--- config.mk ---
export PLATFORM = sky130hd
export DESIGN_NAME = sa_target_meter
export DESIGN_NICKNAME = d
export VERILOG_FILES = /design/src/rtl/sa_target_meter.sv
export SDC_FILE = /design/constraint.sdc
export NUM_CORES = 1
export LEC_CHECK = 0
export ABC_CLOCK_PERIOD_IN_PS = 3900
export CORE_ASPECT_RATIO = 0.75
export CORE_MARGIN = 2
export CORE_UTILIZATION = 58
export DETAILED_ROUTE_END_ITERATION = 12
export PLACE_DENSITY = 0.8
export SLEW_MARGIN = 10
export SYNTH_ARGS = -nofsm -noshare
export SYNTH_HDL_FRONTEND = slang
export SYNTH_SLANG_ARGS = --single-unit
export TNS_END_PERCENT = 1
--- constraint.sdc ---
create_clock -name clk -period 3.9 [get_ports clk]
set_clock_uncertainty 0.05 [all_clocks]
set_input_delay 0.39 -clock clk [delete_from_list [all_inputs] [get_ports clk]]
set_output_delay 0.39 -clock clk [all_outputs]
set_load 0.005 [all_outputs]
--- src/rtl/sa_target_meter.sv ---
// sa_target_meter
// Measures the period of sig_in in clk cycles, averages 2^AVG_LOG2 periods,
// clips the result to [Y_MIN, Y_MAX] and hands it to the successive
// approximation controller through a 2-cycle start pulse. It then waits for
// sar_done before measuring the next window.
//
// Ports
//   clk          single clock, rising edge
//   rst_n        synchronous active-low reset
//   meas_en      level enable, low forces IDLE
//   sig_in       asynchronous signal under measurement
//   sar_done     done from the controller
//   start        start request, high for exactly 2 cycles per result
//   target[9:0]  clipped averaged period
//   busy         high in every state except IDLE
//   ovf          sticky, a period in the current window saturated at 1023
//   clipped      last result was clipped
//   sar_timeout  sticky, sar_done not seen within DONE_TMO cycles
//
// state     | meaning
// ----------+---------------------------------------------------------
// IDLE      | outputs hold, counters parked
// ARM       | waiting for the reference edge, nothing recorded
// MEASURE   | each edge / saturation records one period
// ISSUE     | target registered, start high for 2 cycles
// WAIT_DONE | waiting for sar_done, bounded by DONE_TMO

module sa_target_meter #(
    parameter int AVG_LOG2 = 2,
    parameter int Y_MIN    = 550,
    parameter int Y_MAX    = 1000,
    parameter int DONE_TMO = 64
) (
    input  logic       clk,
    input  logic       rst_n,
    input  logic       meas_en,
    input  logic       sig_in,
    input  logic       sar_done,
    output logic       start,
    output logic [9:0] target,
    output logic       busy,
    output logic       ovf,
    output logic       clipped,
    output logic       sar_timeout
);

    localparam logic [2:0] IDLE      = 3'd0;
    localparam logic [2:0] ARM       = 3'd1;
    localparam logic [2:0] MEASURE   = 3'd2;
    localparam logic [2:0] ISSUE     = 3'd3;
    localparam logic [2:0] WAIT_DONE = 3'd4;

    localparam logic [3:0] NPER = 4'(1 << AVG_LOG2);
    localparam int TW = $clog2(DONE_TMO + 1);
    localparam logic [TW-1:0] TMO_LOAD = TW'(DONE_TMO - 1);

    logic          sync1_q, sync2_q, sync3_q;
    logic [2:0]    state_q, state_d;
    logic [9:0]    cnt_q, cnt_d;
    logic [12:0]   acc_q, acc_d;
    logic [3:0]    idx_q, idx_d;
    logic          iss_q, iss_d;
    logic [TW-1:0] tmo_q, tmo_d;
    logic [9:0]    target_q, target_d;
    logic          clipped_q, clipped_d;
    logic          ovf_q, ovf_d;
    logic          tmo_flag_q, tmo_flag_d;

    logic          sig_edge;
    logic          sat;
    logic          rec;
    logic [12:0]   sum_w;
    logic [12:0]   res_w;
    logic [9:0]    clip_val;
    logic          clip_hit;

    assign sig_edge = sync2_q & ~sync3_q;
    assign sat      = (cnt_q == 10'd1023);
    assign rec      = (state_q == MEASURE) && (sig_edge || sat);
    assign sum_w    = acc_q + {3'b000, cnt_q};
    assign res_w    = sum_w >> AVG_LOG2;

    always_comb begin
        clip_val = res_w[9:0];
        clip_hit = 1'b0;
        if (res_w < 13'(Y_MIN)) begin
            clip_val = 10'(Y_MIN);
            clip_hit = 1'b1;
        end else if (res_w > 13'(Y_MAX)) begin
            clip_val = 10'(Y_MAX);
            clip_hit = 1'b1;
        end
    end

    // The period counter keeps running outside MEASURE so that the edge
    // reference survives ISSUE and WAIT_DONE; the first period of the next
    // window is therefore a full, true period.
    always_comb begin
        if (state_q == IDLE) begin
            cnt_d = 10'd0;
        end else if (sig_edge || sat) begin
            cnt_d = 10'd1;
        end else begin
            cnt_d = cnt_q + 10'd1;
        end
    end

    always_comb begin
        state_d    = state_q;
        acc_d      = acc_q;
        idx_d      = idx_q;
        iss_d      = iss_q;
        tmo_d      = tmo_q;
        target_d   = target_q;
        clipped_d  = clipped_q;
        ovf_d      = ovf_q;
        tmo_flag_d = tmo_flag_q;

        if (!meas_en) begin
            state_d = IDLE;
        end else begin
            case (state_q)
                IDLE: begin
                    state_d    = ARM;
                    ovf_d      = 1'b0;
                    tmo_flag_d = 1'b0;
                    acc_d      = 13'd0;
                    idx_d      = 4'd0;
                end
                ARM: begin
                    if (sig_edge) begin
                        state_d = MEASURE;
                    end
                end
                MEASURE: begin
                    if (rec) begin
                        // An edge coinciding with saturation is a real edge.
                        if (!sig_edge) begin
                            ovf_d = 1'b1;
                        end
                        if (4'(idx_q + 4'd1) == NPER) begin
                            // Register the result on the last record so it is
                            // valid together with the first start cycle.
                            state_d   = ISSUE;
                            target_d  = clip_val;
                            clipped_d = clip_hit;
                            iss_d     = 1'b0;
                        end else begin
                            acc_d = sum_w;
                            idx_d = 4'(idx_q + 4'd1);
                        end
                    end
                end
                ISSUE: begin
                    if (iss_q) begin
                        state_d = WAIT_DONE;
                        tmo_d   = TMO_LOAD;
                    end else begin
                        iss_d = 1'b1;
                    end
                end
                WAIT_DONE: begin
                    if (sar_done) begin
                        state_d = MEASURE;
                        acc_d   = 13'd0;
                        idx_d   = 4'd0;
                    end else if (tmo_q == '0) begin
                        state_d    = ARM;
                        tmo_flag_d = 1'b1;
                        acc_d      = 13'd0;
                        idx_d      = 4'd0;
                    end else begin
                        tmo_d = tmo_q - 1'b1;
                    end
                end
                default: begin
                    state_d = IDLE;
                end
            endcase
        end
    end

    always_ff @(posedge clk) begin
        if (!rst_n) begin
            sync1_q    <= 1'b0;
            sync2_q    <= 1'b0;
            sync3_q    <= 1'b0;
            state_q    <= IDLE;
            cnt_q      <= 10'd0;
            acc_q      <= 13'd0;
            idx_q      <= 4'd0;
            iss_q      <= 1'b0;
            tmo_q      <= '0;
            target_q   <= 10'(Y_MAX);
            clipped_q  <= 1'b0;
            ovf_q      <= 1'b0;
            tmo_flag_q <= 1'b0;
        end else begin
            sync1_q    <= sig_in;
            sync2_q    <= sync1_q;
            sync3_q    <= sync2_q;
            state_q    <= state_d;
            cnt_q      <= cnt_d;
            acc_q      <= acc_d;
            idx_q      <= idx_d;
            iss_q      <= iss_d;
            tmo_q      <= tmo_d;
            target_q   <= target_d;
            clipped_q  <= clipped_d;
            ovf_q      <= ovf_d;
            tmo_flag_q <= tmo_flag_d;
        end
    end

    assign start       = (state_q == ISSUE);
    assign busy        = (state_q != IDLE);
    assign target      = target_q;
    assign clipped     = clipped_q;
    assign ovf         = ovf_q;
    assign sar_timeout = tmo_flag_q;

endmodule

==> results <==
- The number of warnings reported in the yosys synthesis log is 0.
- The commonest cells after synthesis are sky130_fd_sc_hd__dfxtp_1, sky130_fd_sc_hd__nor2_1, sky130_fd_sc_hd__a21oi_1, sky130_fd_sc_hd__nand2_1, sky130_fd_sc_hd__nor3_1.
- The count of antenna-violating nets left after detailed routing is 0.
- The design draws 0.000917 W.
- The minimum clock period is 3.24 ns.
- The area of the die is 5620 um2.
- The final critical-path share of the clock period is 83.0%.
- The post-CTS resize count is 0.
- The initial cell density of the core is 59.9%.
- Setup repair after global routing left no endpoint under its margin.
- The maximum fanout along the worst path is 5.
- In this run, placement finished with an instance count of 424.
- For this run, design rule violations remaining after detail routing come to 0.
- The core area is 4870 um2.
- The data arrival time of the critical path is 3.41 ns.
- The number of different library cells in the post-synthesis netlist is 52.
- The power spent charging and discharging nets is 0.000205 W.
- In the post-synthesis netlist, the biggest area contributors are sky130_fd_sc_hd__dfxtp_1, sky130_fd_sc_hd__ha_1, sky130_fd_sc_hd__nor2_1, sky130_fd_sc_hd__a21oi_1, sky130_fd_sc_hd__xnor2_1.
- The register area share after synthesis is 37.0%.
- Once routing completed, OpenROAD measured the worst setup slack at 0.664 ns.
- The number of search-and-repair iterations in the first detailed-routing pass is 6.
- The width of the chip is 85.9 um.
- The initial detailed-routing violation count is 294.
- Averaged over all synthesized cells, the footprint is 8.20 um2.
- The first global-routing pass estimated 10700 um of wire.
- Of the total power, registers draw 60.8%.
- The per-cell routed wire length is 14.7 um.
- The via count of the first global-routing pass was 2296.
- In this run, synthesis inferred 0 flip-flops with an integrated enable.
- The critical path required time is 4.07 ns.
- For the worst-skew pair, the clock arrives at the later sink with an insertion delay of 0.31 ns.
- Synthesis produced a netlist with a net count of 377.
- The synthesis-to-layout area growth is 11.4%.
- The number of max-cap violations is 0.
- The synthesis-stage register bit count is 54.
- No sink is reached through more buffers than the 2 on the longest clock path.
- The total global-route track usage is 23.9%.
- The hold violation count in the final report is 0.
- The capturing element type of the critical path is a flop.
- In this run the biggest area consumer among cell types represents 37.0% of the synthesized area.
- The mapped netlist covers 2920 um2.
- The layout filler cell count is 402.
- The number of levels the H-tree was split into is 2.
- The leading cell type by number of instances after synthesis is sky130_fd_sc_hd__dfxtp_1.
- The finished layout holds 432 standard cells, fillers aside.
- The cell at the root of the clock tree is sky130_fd_sc_hd__clkbuf_8.
- Headroom to the max-slew limit came out at 44.8%.
- The accumulated negative setup slack is 0 ns.
- The total leakage power is 1.24 nW.
- The number of core rows is 22.
- The CTS clock-pin slew for the worst setup and hold paths is 0.10 ns.
- Timing analysis after detailed placement gives a worst setup slack of 0.747 ns.
- The biggest area contributor in the post-synthesis netlist is sky130_fd_sc_hd__dfxtp_1.
- The placer's final routability congestion estimate is 0.976.
- Synthesis produced a netlist whose cell count is 356.
- The worst setup path is of the reg2reg kind.
- The switching power share of the total is 22.4%.
- The internal power is 0.000712 W.
- The CTS tree is done.
- Buffers inserted during clock tree synthesis total 5.
- The ratio of total power to cell area is 282 nW/um2.
- The initial antenna violation count is 0.
- The number of port buffers is 19.
- The total vias in the final route is 2601.
- After clock tree synthesis, the flow added hold-fix buffers numbering 0.
- IR analysis of the VDD net gives a maximum drop of 228 uV.
- The fraction of final layout cells sized beyond drive strength 1 is 7.53%.
- The clock network power share is 34.5%.
- Entering global routing, the biggest net connects 34 pins.
- The most used flip-flop cell after synthesis is sky130_fd_sc_hd__dfxtp_1.
- The detailed-route vias per instance is 6.02.
- Setup violations remaining at the end of the flow were counted as 0.
- CTS saw 54 sinks.
- Summed over all layers, the global routing overflow is 0.
- In this run the vertical extent of the chip is 65.4 um.
- The pin slew with the least headroom to its limit is 0.822 ns.
- The number of slew-limit violations in the final report is 0.
- The path type of the worst min-delay path is reg2reg.
- The post-CTS setup repair buffer count is 0.
- The fmax is 309 MHz.
- The run finished with clean final reports.
- The net count of the finished layout is 392.
- Once detailed placement completed, the half-perimeter wirelength came to 4730 um.
- The combinational power share is 4.7%.
- The startpoint kind of the worst setup timing path is a flop.
- In this run the count of I/O pins placed on the die edge is 20.
- The final wirelength is 6350 um.
- Counting flops with an async set or reset pin after synthesis yields a share of 0%.
- 0 antenna diodes ended up in the layout.
[sequential cells by signal (all words and copies together) (netlist names)]
| name | count |
|---|---|
| clipped | 1 |
| sar_timeout | 1 |
| ovf | 1 |
| state_q | 3 |
| acc_q | 13 |
| target | 10 |
| iss_q | 1 |
| sync1_q | 1 |
| sync2_q | 1 |
| idx_q | 4 |
| sync3_q | 1 |
| cnt_q | 10 |
| tmo_q | 7 |
[metrics by stage]
step	hold slack [ns]	cell area, um2	utilization, %
6_report	0.401	3250	66.7
5_1_grt	0.426	3250	66.7
4_1_cts	0.405	3250	66.7
2_1_floorplan	0.362	2920	-
3_5_place_dp	0.383	3160	64.8
3_3_place_gp	0.374	3160	64.8
[per-layer routing]
metal / part of all wire [%] / up-vias / track usage [%]
li1: - / 1306 / -
met4: 1.5 / 0 / 5.16
met5: 0 / - / 0
met1: 51 / 1172 / 36.8
met3: 7.2 / 17 / 4.40
met2: 40 / 106 / 34.5
[final timing paths]
path | start | to | slack, ns | depth (start not counted)
min reg2reg | target[9] | target[9] | 0.40 | 1
max | cnt_q[0] | target[0] | 0.66 | 11
min | target[9] | target[9] | 0.40 | 1
max reg2reg | cnt_q[0] | target[0] | 0.66 | 11
[power groups by stage]
stage / registers (W) / logic (W) / clock network [W]
after floorplan: 0.000569 / 0.0000270 / 0
after global placement: 0.000570 / 0.0000424 / 0
after global routing: 0.000558 / 0.0000480 / 0.000342
after detailed placement: 0.000570 / 0.0000424 / 0
final: 0.000558 / 0.0000433 / 0.000316
after CTS: 0.000558 / 0.0000427 / 0.000320
[cells by family after synthesis]
logic type / Yosys count / share of synthesized area (%)
simple gates: 145 / 24.3
compound gates: 90 / 20.7
flops: 54 / 37.0
buf+inv: 26 / 3.39
xor+xnor: 25 / 7.50
fa+ha+maj: 16 / 7.12
[final cells by class]
cell class                 instances  area, um2  area share [%]
sequential                        54       1080            33.2
clock inverter                     2       12.5           0.385
clock buffer                       6       82.6            2.54
multi-input combinational        276       1740            53.5
tap                               60       75.1            2.31
timing repair buffer              23        220            6.77
inverter                          11       41.3            1.27
[cells in the final DEF (no fill, tap or decap), types with 4 or more instances in the layout]
cell type / instances
sky130_fd_sc_hd__dfxtp_1: 54
sky130_fd_sc_hd__nand3_1: 16
sky130_fd_sc_hd__inv_1: 11
sky130_fd_sc_hd__o21ai_0: 11
sky130_fd_sc_hd__ha_1: 15
sky130_fd_sc_hd__clkbuf_8: 6
sky130_fd_sc_hd__a21o_1: 7
sky130_fd_sc_hd__nor2b_1: 7
sky130_fd_sc_hd__clkdlybuf4s50_1: 19
sky130_fd_sc_hd__xnor2_1: 15
sky130_fd_sc_hd__xor2_1: 10
sky130_fd_sc_hd__nor3b_1: 4
sky130_fd_sc_hd__a21oi_1: 33
sky130_fd_sc_hd__nor3_1: 19
sky130_fd_sc_hd__nor4_1: 5
sky130_fd_sc_hd__o211ai_1: 4
sky130_fd_sc_hd__a31oi_1: 5
sky130_fd_sc_hd__nand2_1: 25
sky130_fd_sc_hd__buf_4: 4
sky130_fd_sc_hd__nor2_1: 47
[worst max-delay path, cell delays in order (launching register included)]
cell and delay [ns]:
sky130_fd_sc_hd__dfxtp_1 0.41, sky130_fd_sc_hd__ha_1 0.21, sky130_fd_sc_hd__inv_1 0.06, sky130_fd_sc_hd__fa_1 0.39, sky130_fd_sc_hd__nor2b_1 0.21, sky130_fd_sc_hd__o21ai_2 0.11
sky130_fd_sc_hd__a311oi_2 0.27, sky130_fd_sc_hd__nor2_1 0.14, sky130_fd_sc_hd__a221o_1 0.37, sky130_fd_sc_hd__and3_4 0.19, sky130_fd_sc_hd__or4_4 0.50, sky130_fd_sc_hd__o31ai_1 0.23
No activity file was read; power rests on OpenSTA's default activity.
